$ cat config.mk
export PLATFORM = sky130hd
export DESIGN_NAME = mod_counter
export DESIGN_NICKNAME = d
export VERILOG_FILES = /design/src/rtl/mod_counter_pkg.sv /design/src/rtl/mod_counter.sv
export SDC_FILE = /design/constraint.sdc
export NUM_CORES = 1
export LEC_CHECK = 0
export CAP_MARGIN = 10
export CORE_MARGIN = 8
export CORE_UTILIZATION = 42
export CTS_BUF_LIST = sky130_fd_sc_hd__clkbuf_16
export CTS_CLUSTER_DIAMETER = 60
export DETAILED_ROUTE_END_ITERATION = 7
export PLACE_DENSITY = 0.74
export SYNTH_ARGS = -nofsm -noshare
export SYNTH_HDL_FRONTEND = slang
export SYNTH_SLANG_ARGS = --single-unit
$ cat constraint.sdc
create_clock -name clk -period 1.8 [get_ports clk]
set_clock_uncertainty 0.05 [all_clocks]
set_input_delay 0.36 -clock clk [delete_from_list [all_inputs] [get_ports clk]]
set_output_delay 0.36 -clock clk [all_outputs]
set_load 0.05 [all_outputs]
$ cat src/rtl/mod_counter_pkg.sv
// Shared types for the modulo counter: count mode and FSM state encodings.
package mod_counter_pkg;

  // Encoding 2'b11 is reserved and decoded as wrap.
  typedef enum logic [1:0] {
    MODE_WRAP    = 2'd0,
    MODE_SAT     = 2'd1,
    MODE_ONESHOT = 2'd2
  } mode_e;

  typedef enum logic [1:0] {
    ST_IDLE  = 2'd0,
    ST_COUNT = 2'd1,
    ST_DONE  = 2'd2
  } state_e;

endpackage

$ cat src/rtl/mod_counter.sv
// Up/down modulo counter with wrap / saturate / one-shot modes, clipped
// synchronous load and sticky overflow/underflow flags.
module mod_counter
  import mod_counter_pkg::*;
#(
  parameter int              WIDTH   = 8,
  parameter longint unsigned MAX_VAL = (64'd1 << WIDTH) - 64'd1
) (
  input  logic             clk,
  input  logic             rst_n,
  input  logic             en,
  input  logic             up_dn,
  input  logic [1:0]       mode,
  input  logic             load,
  input  logic [WIDTH-1:0] load_val,
  input  logic             clr_flags,
  output logic [WIDTH-1:0] count,
  output logic             tc,
  output logic             overflow,
  output logic             underflow,
  output logic             done
);

  localparam longint unsigned TOP_VAL = (64'd1 << WIDTH) - 64'd1;
  localparam logic [WIDTH-1:0] MAX_W  = MAX_VAL[WIDTH-1:0];
  localparam logic [WIDTH-1:0] ONE_W  = {{(WIDTH-1){1'b0}}, 1'b1};

  // Parameter sanity: refuse to elaborate an unreachable or zero terminal value.
  if (WIDTH < 2 || WIDTH > 32) begin : g_bad_width
    $error("mod_counter: WIDTH must be in 2..32");
  end
  if (MAX_VAL < 64'd1 || MAX_VAL > TOP_VAL) begin : g_bad_max
    $error("mod_counter: MAX_VAL must be in 1..2**WIDTH-1");
  end

  state_e           state, state_n;
  logic [WIDTH-1:0] count_n;
  logic [WIDTH-1:0] load_clip;
  logic             set_ovf, set_unf;

  // Terminal depends on the live direction so a direction change acts at once.
  assign tc        = (up_dn && count == MAX_W) || (!up_dn && count == '0);
  assign load_clip = (load_val > MAX_W) ? MAX_W : load_val;

  // Next count/state: load beats step; DONE ignores en until reloaded.
  always_comb begin
    count_n = count;
    state_n = state;
    set_ovf = 1'b0;
    set_unf = 1'b0;
    if (load) begin
      count_n = load_clip;
      if (state == ST_DONE) state_n = ST_COUNT;
    end else if (en && state != ST_DONE) begin
      state_n = ST_COUNT;
      if (tc) begin
        set_ovf = up_dn;
        set_unf = !up_dn;
        case (mode_e'(mode))
          MODE_SAT:     count_n = count;
          MODE_ONESHOT: state_n = ST_DONE;
          default:      count_n = up_dn ? '0 : MAX_W;
        endcase
      end else begin
        count_n = up_dn ? count + ONE_W : count - ONE_W;
      end
    end
  end

  // State, count, sticky flags and done; a same-edge flag set beats clr_flags.
  always_ff @(posedge clk or negedge rst_n) begin
    if (!rst_n) begin
      state     <= ST_IDLE;
      count     <= '0;
      overflow  <= 1'b0;
      underflow <= 1'b0;
      done      <= 1'b0;
    end else begin
      state     <= state_n;
      count     <= count_n;
      overflow  <= (overflow  && !clr_flags) || set_ovf;
      underflow <= (underflow && !clr_flags) || set_unf;
      done      <= (state_n == ST_DONE);
    end
  end

endmodule

After elaboration in Yosys (flattened, before gate mapping)
Index checks and enable logic that the tools add are counted.
Storage, ports and cells
  register bits: 13
  latch bits: 0
  memory bits (writable): 0
  bits in read-only memories: 0
  output and inout port bits: 12
  word-level logic and storage cells: 47
  memories: 0
Operators by class
  $add $sub $neg: 2
  multiply operators: 0
  divide/modulo/power cells: 0
  $lt $le $gt $ge: 1
  equality and inequality tests: 7
  shifts and indexed selects: 0
  mux-type cells: 18
  bitwise logic cells: 0
  reductions and logical operators: 14
Operators with widths (number)
  two-way mux 8 bit: 7
  two-way mux 2 bit: 5
  adder 8 x 1 -> 8 bit, second input constant: 1
  == test 8 bit, second input constant: 1
  greater-than comparator 8 bit, second input constant: 1
  logical NOT 8 bit: 1
  subtractor 8 x 1 -> 8 bit, second input constant: 1
  == test 2 bit, second input constant: 3
  two-way mux 1 bit: 6
  logical AND 1 bit: 5
  logical OR 1 bit: 3
  inequality test 3 bit, second input constant: 1
  == test 2 x 1 -> 1 bit, second input constant: 1
  logical NOT 1 bit: 2
  inequality test 2 bit, second input constant: 1
  AND reduction 2 bit: 1
  nonzero test 2 bit: 1
  OR reduction 2 bit: 1

Depth between registers and ports, before layout
Gate-level depths: netlist (run 1).
  depth after elaboration: 7
  depth in mapped cells: 9
  gate-level depth less buffers: 7

Worst setup path after synthesis (run 1)
OpenSTA, ideal clock, no wires.
  kind: flip-flop to output port
  from: reg count[7]
  to: out tc
  arrival time: 1740 ps
  data required time: 1390 ps
  setup slack: -350 ps
  cell stages (with the launch flop): 5
  cells stage by stage: dfrtp_1 nand4_1 or3_1 clkbuf_1 nand2_1
On the way
  word-level cells in the longest chain between the ends: 3
  elaborated cells between the ends (all ways): 5
  classes of those cells: eq/ne (1); reduce/logical (4)
RTL lines
  start: declaration: line mod_counter.sv:17  | output logic [WIDTH-1:0] count,
  start signal: assignment: line mod_counter.sv:80  | count <= count_n;
  == test 8 bit / logical NOT 8 bit (equally long branches): line mod_counter.sv:42  | assign tc = (up_dn && count == MAX_W) || (!up_dn && count == '0);
  logical AND 1 bit: line mod_counter.sv:42
  logical OR 1 bit (*): line mod_counter.sv:42
  end: declaration: line mod_counter.sv:18  | output logic tc,
Every way passes the cells marked *; elsewhere a longest branch is shown, timed or not.

Worst setup path after layout (run 1)
  from: reg count[4]
  to: reg count[7]
On the way
  word-level cells in the longest chain between the ends: 6
  elaborated cells between the ends (all ways): 13
  classes of those cells: add/sub (2); eq/ne (2); mux (4); reduce/logical (5)
RTL lines
  branches (longest 6 deep; another with subtractor 8 x 1 -> 8 bit)
Parallel ways; which one is timed is not known. The select of a mux whose other input is x is not followed.
A chain may end at the register's enable or synchronous reset.

==> results of run 1 <==
layer usage:
layer / track usage, % / up-vias / share of wire, %
li1: - / 547 / -
met1: 19.4 / 594 / 38
met2: 32.9 / 72 / 51
met3: 1.72 / 20 / 6.3
met4: 11.2 / 0 / 5.2
met5: 0 / - / 0
worst min path at each step:
stage              start         to  cells past startpoint
2_1_floorplan      rst_n   count[0]                      0
3_3_place_gp   underflow  underflow                      2
3_5_place_dp   underflow  underflow                      2
4_1_cts            rst_n   overflow                      2
5_1_grt            rst_n   count[0]                      2
6_report           rst_n   overflow                      2
flip-flops by register name, indices dropped and copies added (netlist names):
signal,cells
count,8
state,2
done,1
overflow,1
underflow,1
layout make-up:
class                   count  share of cell area, %
multi-input cells          90                   41.4
inverters                   8                   1.87
clock buffers               3                   4.30
well taps                  28                   2.01
clock inverters             1                  0.287
flip-flops and latches     13                   19.2
repair buffers             61                   30.9
worst max-delay path: cells and delay by family, from the launching register on:
kind | cells | cell delay [ns]
AOI/OAI and AO/OA | 3 | 0.73
and+or+nand+nor | 2 | 0.28
DFF | 1 | 0.45
buffers and inverters | 1 | 0.14
adders and majority gates | 1 | 0.26
metrics by stage:
stage,setup WS (ns),cell area [um^2]
after floorplan,-0.104,1010
after global placement,-0.637,1480
after detailed placement,-0.697,1480
after CTS,-0.138,1650
after global routing,-0.273,1740
final,-0.230,1740
timing repair:
action,in CTS,in global routing
hold buffers,0,0
setup endpoints to repair,13,11
gates resized for setup,23,14
pin swaps,6,12
setup buffers,1,4
cell families (layout without fill, tap and decap cells):
kind of cell               Yosys count  count (layout)  share of synthesized area, %
adders and majority gates            8               8                          10.8
muxes                                1               1                          1.01
xor gates and xnor gates             5               5                          4.41
buffers and inverters               13              73                          6.43
DFF                                 13              13                          32.8
AOI/OAI and AO/OA                   41              41                          27.4
and+or+nand+nor                     35              35                          17.1
power by group:
group / switching (mW) / leakage (nW) / internal (mW) / total [mW]
clock network: 0.129 / 0.0409 / 0.296 / 0.425
registers: 0.0944 / 0.149 / 0.359 / 0.453
logic: 0.611 / 0.581 / 0.494 / 1.11
total: 0.834 / 0.771 / 1.15 / 1.98
cell usage after synthesis, types with 3 or more instances:
cell type	n
a21oi_1	14
ha_1	7
o21ai_0	6
a31oi_1	3
xor2_1	3
nand3_1	4
inv_1	8
nand2_1	12
dfrtp_1	13
nor2_1	6
clkbuf_1	3
or3_1	3
a21o_1	4
o22ai_1	4
==> impl_metrics.tcl, run 1 <==
set metrics [dict create \
    antenna_left 0 \
    synth-edff-count 0 \
    crit_path_cell_trace "buf_6, ha_4, and3_1, a21boi_2, nor4b_2, a311oi_1, o21ai_1" \
    yosysSeqAreaShare_pct 32.8 \
    ys_async_sr_fraction_pct 100 \
    rsz0062_at_grt "true" \
    ys_warn_count 0 \
    die-area_um2 4170 \
    cp-startpoint "count[4]" \
    power.leakage_nw 0.771 \
    violations "setup timing" \
    critPathRequiredTime_ns 1.86 \
    fill_cells 140 \
    mostFrequentLayoutCell "buf_4" \
    seqCellArea_um2 335 \
    io_pins 28 \
    layout-area-overhead-vs-synth_pct 75.8 \
    dr.pass1.iters 4 \
    powerDensity_nw_per_um2 1140 \
    grt_pass1_wl_mm 6.09 \
    grt_overflow 0 \
    slew_headroom_pct 71.9 \
    rr_endpoint "count[7]" \
    fin_hold_ws_ns 0.388 \
    setup_violations 11 \
    fmax_mhz 493 \
    post-route-util_pct 78.1 \
    power_mw 1.98 \
    hpwl_mm 2.47 \
    drc 0 \
    cp-end-kind "flop" \
    tightest_slew_ns 0.420 \
    rr_startpoint "count[4]" \
    worstSetupPathType "flop to flop" \
    die_y_um 64.6 \
    finalWirelength_mm 4.02 \
    tns_ns -0.722 \
    clkTransAtPathRegs_ns 0.05 \
    synth-main-ff-cell "dfrtp_1" \
    start_util_pct 44.4 \
    wl_per_cell_um 19.7 \
    cp-endpoint "count[7]" \
    synth_largest_area_cell "dfrtp_1" \
    drive_above_1_share_pct 45.5 \
    layout_common_cells "buf_4, clkdlybuf4s50_1, nand2_1, a21oi_1, dfrtp_2" \
    status "complete, but fails checks" \
    critPathLaunchType "flop" \
    max_stage_delay_ns 0.45 \
    min_period_ns 2.03 \
    vias 1233 \
    htree_levels 1 \
    instances_no_fill 204 \
    clk_path_buf_depth 2 \
    ys_top_cells_by_area "dfrtp_1, ha_1, a21oi_1" \
    period_share_pct 113 \
    cts_tree "built" \
    setup_slack_ns -0.230 \
    vias_per_cell 6.04 \
    worst-r2r-cell-count 7 \
    clock-sinks 13 \
    port_buffers 27 \
    place_inst 195 \
    core_area_um2 2230 \
    cts_made_buffers 3 \
    synthCells 116 \
    synth_top_area_share_pct 32.8 \
    multi_input_area_um2 722 \
    syn-num-nets 140 \
    drt_iter0_markers 81 \
    gp_congestion 0.877 \
    antenna_cells 0 \
    worst-r2r-setup-slack_ns -0.23 \
    die_width_um 64.6 \
    grt_use_total_pct 18.0 \
    syn_area_per_cell_um2 8.55 \
    cpMaxStageDelayCell "dfrtp_2" \
    antenna_found_initial 0 \
    drv_cap 0 \
    grt_pass1_vias 1277 \
    root_buffer "clkbuf_16" \
    hold_path_class "primary input to asynchronous set/reset pin" \
    clk_latency_ns 0.24 \
    hold_viol 0 \
    synth_area_um2 992 \
    irDropWorstVdd_v 0.000803 \
    final_nets 201 \
    critPathArrivalTime_ns 2.09 \
    cp_max_fo 4 \
    rows 17 \
    synth_seq_cells 13 \
    drv_slew 0 \
    grt_max_degree 14 \
    synth.distinct_cells 33 \
]
Power figures use the tool's default switching activity.
==> inputs of run 2 (changes only) <==
- RECOVER_POWER: unset -> 100
==> impl_metrics.tcl, run 2 (synthesis gave the netlist of run 1 again) <==
set metrics [dict create \
    status "complete, but fails checks" \
    violations "setup timing" \
    setup_violations 11 \
    largest_reg_flops 8 \
    dr.pass1.iters 4 \
    layout-area-overhead-vs-synth_pct 74.3 \
    irDropWorstVdd_v 0.000803 \
    hpwl_mm 2.47 \
    wl_per_cell_um 19.9 \
    vias 1242 \
    port_buffers 27 \
    slew_headroom_pct 48.3 \
    final_nets 201 \
    antenna_cells 0 \
    fin_hold_ws_ns 0.489 \
    worst-r2r-setup-slack_ns -0.23 \
    worst-r2r-cell-count 7 \
    grt_pass1_vias 1277 \
    cts_tree "built" \
    cp-endpoint "count[7]" \
    start_util_pct 44.4 \
    die-area_um2 4170 \
    drv_cap 0 \
    htree_levels 1 \
    grt_max_degree 14 \
    hold_viol 0 \
    dp_slack_ns -0.697 \
    clock-sinks 13 \
    tightest_slew_ns 0.776 \
    antenna_found_initial 0 \
    rsz0062_at_grt "true" \
    drv_slew 0 \
    clkTransAtPathRegs_ns 0.05 \
    rr_startpoint "count[4]" \
    power_mw 1.98 \
    core_area_um2 2230 \
    grt_pass1_wl_mm 6.09 \
    cp-startpoint "count[4]" \
    multi_input_area_um2 722 \
    min_period_ns 2.03 \
    mostFrequentLayoutCell "buf_4" \
    drt_iter0_markers 77 \
    postCtsHoldBufs 0 \
    powerDensity_nw_per_um2 1150 \
    critPathRequiredTime_ns 1.85 \
    drc 0 \
    vias_per_cell 6.09 \
    fmax_mhz 492 \
    instances_no_fill 204 \
    cp_max_fo 4 \
    clk_latency_ns 0.24 \
    cp-end-kind "flop" \
    gp_congestion 0.877 \
    place_inst 195 \
    rows 17 \
    grt_use_total_pct 18.0 \
    root_buffer "clkbuf_16" \
    setup_slack_ns -0.231 \
    top_regs "count x8, state x2" \
    top_register "count" \
    clk_path_buf_depth 2 \
    post-route-util_pct 77.4 \
    fill_cells 146 \
    min_path_cells 2 \
    tns_ns -0.851 \
    io_pins 28 \
    rr_endpoint "count[7]" \
    critPathArrivalTime_ns 2.09 \
    die_y_um 64.6 \
    power.leakage_nw 0.755 \
    design_area_um2 1730 \
    cts_made_buffers 3 \
    seqCellArea_um2 335 \
    wl_met2_mm 2.05 \
    top_layer_used "met4" \
    grt_overflow 0 \
    min_from "underflow" \
    met1Wirelength_mm 1.56 \
    die_width_um 64.6 \
    placed_cell_area_um2 1480 \
    layout_common_cells "buf_4, clkdlybuf4s50_1, nand2_1, a21oi_1, dfrtp_2" \
    drive_above_1_share_pct 43.2 \
    worstSetupPathType "flop to flop" \
    critPathLaunchType "flop" \
    wl_met3_um 246 \
    antenna_left 0 \
    hold_path_class "flop to flop" \
    period_share_pct 113 \
    finalWirelength_mm 4.06 \
]
-- run 2: cell types whose count changed in the layout (fill, tap and decap cells not counted) --
cell	before	now
buf_4	39	35
clkdlybuf4s50_1	14	13
clkbuf_1	0	4
dlygate4sd3_1	0	1
-- run 2: cell type report --
cell class | count | share of cell area [%]
Clock buffer | 3 | 4.34
Clock inverter | 1 | 0.289
Inverter | 8 | 1.88
Multi-Input combinational cell | 90 | 41.8
Sequential cell | 13 | 19.4
Tap cell | 28 | 2.03
Timing Repair Buffer | 61 | 30.3
-- run 2: timing repair --
| item | CTS | global route |
|---|---|---|
| gates resized for setup | 23 | 14 |
| buffers inserted | 1 | 4 |
| setup endpoints to repair | 13 | 11 |
| hold endpoints to repair | 0 | 0 |
| pin swaps | 6 | 12 |
-- run 2: worst min-delay path by stage --
stage and to:
2_1_floorplan count[0], 3_3_place_gp underflow, 6_report underflow, 4_1_cts overflow
3_5_place_dp underflow, 5_1_grt underflow
-- run 2: layer usage --
metal,vias up,track usage (%)
li1,548,-
met1,598,19.4
met2,76,32.9
met3,20,1.72
met4,0,11.2
met5,-,0
-- run 2: critical path, stage by stage (launching register included) --
cell and delay (ns):
dfrtp_2 0.46, buf_6 0.14, ha_4 0.26, and3_1 0.21, a21boi_2 0.23, nor4b_2 0.07, a311oi_1 0.34, o21ai_1 0.14
-- run 2: power breakdown --
part / internal [mW] / total (mW) / switching, mW
clock: 0.296 / 0.425 / 0.129
sequential: 0.359 / 0.454 / 0.0957
combinational: 0.492 / 1.10 / 0.613
total: 1.15 / 1.98 / 0.838
==> inputs of run 3 (changes only) <==
- HOLD_SLACK_MARGIN: unset -> 0.03
- SKIP_LAST_GASP: unset -> 1
==> impl_metrics.tcl, run 3 (synthesis gave the netlist of run 1 again) <==
set metrics [dict create \
    status "complete, but fails checks" \
    violations "setup timing" \
    drv_slew 0 \
    switchingPower_uw 836 \
    drv_cap 0 \
    period_share_pct 113 \
    grt_max_degree 14 \
    finalWirelength_mm 4.02 \
    clkTransAtPathRegs_ns 0.05 \
    drive_above_1_share_pct 43.2 \
    instances_no_fill 204 \
    htree_levels 1 \
    rsz0062_at_grt "true" \
    cp_max_fo 4 \
    cts_made_buffers 3 \
    critPathLaunchType "flop" \
    core_area_um2 2230 \
    port_buffers 27 \
    layout-area-overhead-vs-synth_pct 74.3 \
    start_util_pct 44.4 \
    dr.pass1.iters 4 \
    setup_slack_ns -0.228 \
    io_pins 28 \
    hold_path_class "flop to flop" \
    antenna_found_initial 0 \
    rows 17 \
    intPower_mw 1.15 \
    rr_startpoint "count[4]" \
    grt_use_total_pct 18.0 \
    wl_per_cell_um 19.7 \
    pwr-share-comb_pct 55.7 \
    top_register "count" \
    hpwl_mm 2.47 \
    hold_viol 0 \
    worst-r2r-cell-count 7 \
    vias 1218 \
    fmax_mhz 493 \
    grt_pass1_vias 1277 \
    worstHoldEndpoint "underflow" \
    antenna_cells 0 \
    power.leakage_nw 0.755 \
    layout_common_cells "buf_4, clkdlybuf4s50_1, nand2_1, a21oi_1, dfrtp_2" \
    worstSetupPathType "flop to flop" \
    mostFrequentLayoutCell "buf_4" \
    gp_congestion 0.877 \
    grt_overflow 0 \
    power_mw 1.98 \
    min_path_cells 2 \
    min_from "underflow" \
    top_regs "count x8, state x2" \
    cpMaxStageDelayCell "dfrtp_2" \
    worst-r2r-setup-slack_ns -0.23 \
    antenna_left 0 \
    min_period_ns 2.03 \
    cts_tree "built" \
    die_width_um 64.6 \
    grt_pass1_wl_mm 6.08 \
    powerDensity_nw_per_um2 1150 \
    final_nets 201 \
    fin_hold_ws_ns 0.483 \
    vias_per_cell 5.97 \
    dp_slack_ns -0.697 \
    clk_path_buf_depth 2 \
    max_stage_delay_ns 0.45 \
    place_inst 195 \
    sw_frac_of_total_pct 42.2 \
    p_clk_share_pct 21.5 \
    drt_iter0_markers 73 \
    irDropWorstVdd_v 0.000804 \
    root_buffer "clkbuf_16" \
    setup_violations 10 \
    drc 0 \
    cp-startpoint "count[4]" \
    clk_latency_ns 0.24 \
    tightest_slew_ns 0.792 \
    critPathRequiredTime_ns 1.85 \
    clock-sinks 13 \
    seqPwrFrac_pct 22.8 \
    crit_path_cell_trace "buf_6, ha_4, and3_1, a21boi_2, nor4b_2, a311oi_1, o21ai_1" \
    die-area_um2 4170 \
    rr_endpoint "count[7]" \
    cp-end-kind "flop" \
    slew_headroom_pct 47.2 \
    die_y_um 64.6 \
    largest_reg_flops 8 \
    critPathArrivalTime_ns 2.08 \
]
## run 3: cell counts in the layout (fill, tap and decap cells not counted)
Identical to the previous run, type by type.
## run 3: worst max-delay path, delay by kind of cell, from the launching register on
kind / cells / cell delay, ns
AOI/OAI and AO/OA: 3 / 0.72
DFF: 1 / 0.45
and+or+nand+nor: 2 / 0.27
adders and majority gates: 1 / 0.26
buffers and inverters: 1 / 0.14
## run 3: timing repair
action	4_1_cts	5_1_grt
pin swaps	5	13
hold buffers	0	0
setup endpoints to repair	13	11
endpoints found under the hold margin	0	0
gates resized for setup	23	14
buffers inserted	1	4
## run 3: final cells by class
cell class,instances,area [um^2]
fillers,146,504
flip-flops and latches,13,335
repair buffers,61,524
multi-input cells,90,722
clock buffers,3,75.1
well taps,28,35.0
clock inverters,1,5.00
inverters,8,32.5
## run 3: metal layers
| metal | share of wire [%] | GRT usage, % |
|---|---|---|
| met1 | 39 | 19.4 |
| met2 | 50 | 32.9 |
| met3 | 5.7 | 1.72 |
| met4 | 5.1 | 11.2 |
| met5 | 0 | 0 |
## run 3: how the worst max path moves through the flow
stage                to  slack [ns]  cells past startpoint
5_1_grt        count[7]       -0.27                      7
4_1_cts              tc       -0.14                      5
3_3_place_gp   count[5]       -0.64                      8
3_5_place_dp   count[6]       -0.70                      8
2_1_floorplan  count[4]       -0.10                      7
6_report       count[7]       -0.23                      7
## run 3: through the flow
| stage | util (%) | setup TNS [ns] | instance area [um^2] |
|---|---|---|---|
| 2_1_floorplan | - | -0.671 | 1010 |
| 3_3_place_gp | 66.2 | -5.55 | 1480 |
| 3_5_place_dp | 66.2 | -6.59 | 1480 |
| 4_1_cts | 73.8 | -0.374 | 1650 |
| 5_1_grt | 77.4 | -1.42 | 1730 |
| 6_report | 77.4 | -0.752 | 1730 |
## run 3: power groups by stage
stage | Clock (mW) | Combinational (mW) | Sequential [mW]
6_report | 0.427 | 1.10 | 0.451
5_1_grt | 0.440 | 1.17 | 0.454
4_1_cts | 0.424 | 0.988 | 0.443
3_5_place_dp | 0 | 0.933 | 0.427
3_3_place_gp | 0 | 0.906 | 0.424
2_1_floorplan | 0 | 0.377 | 0.609
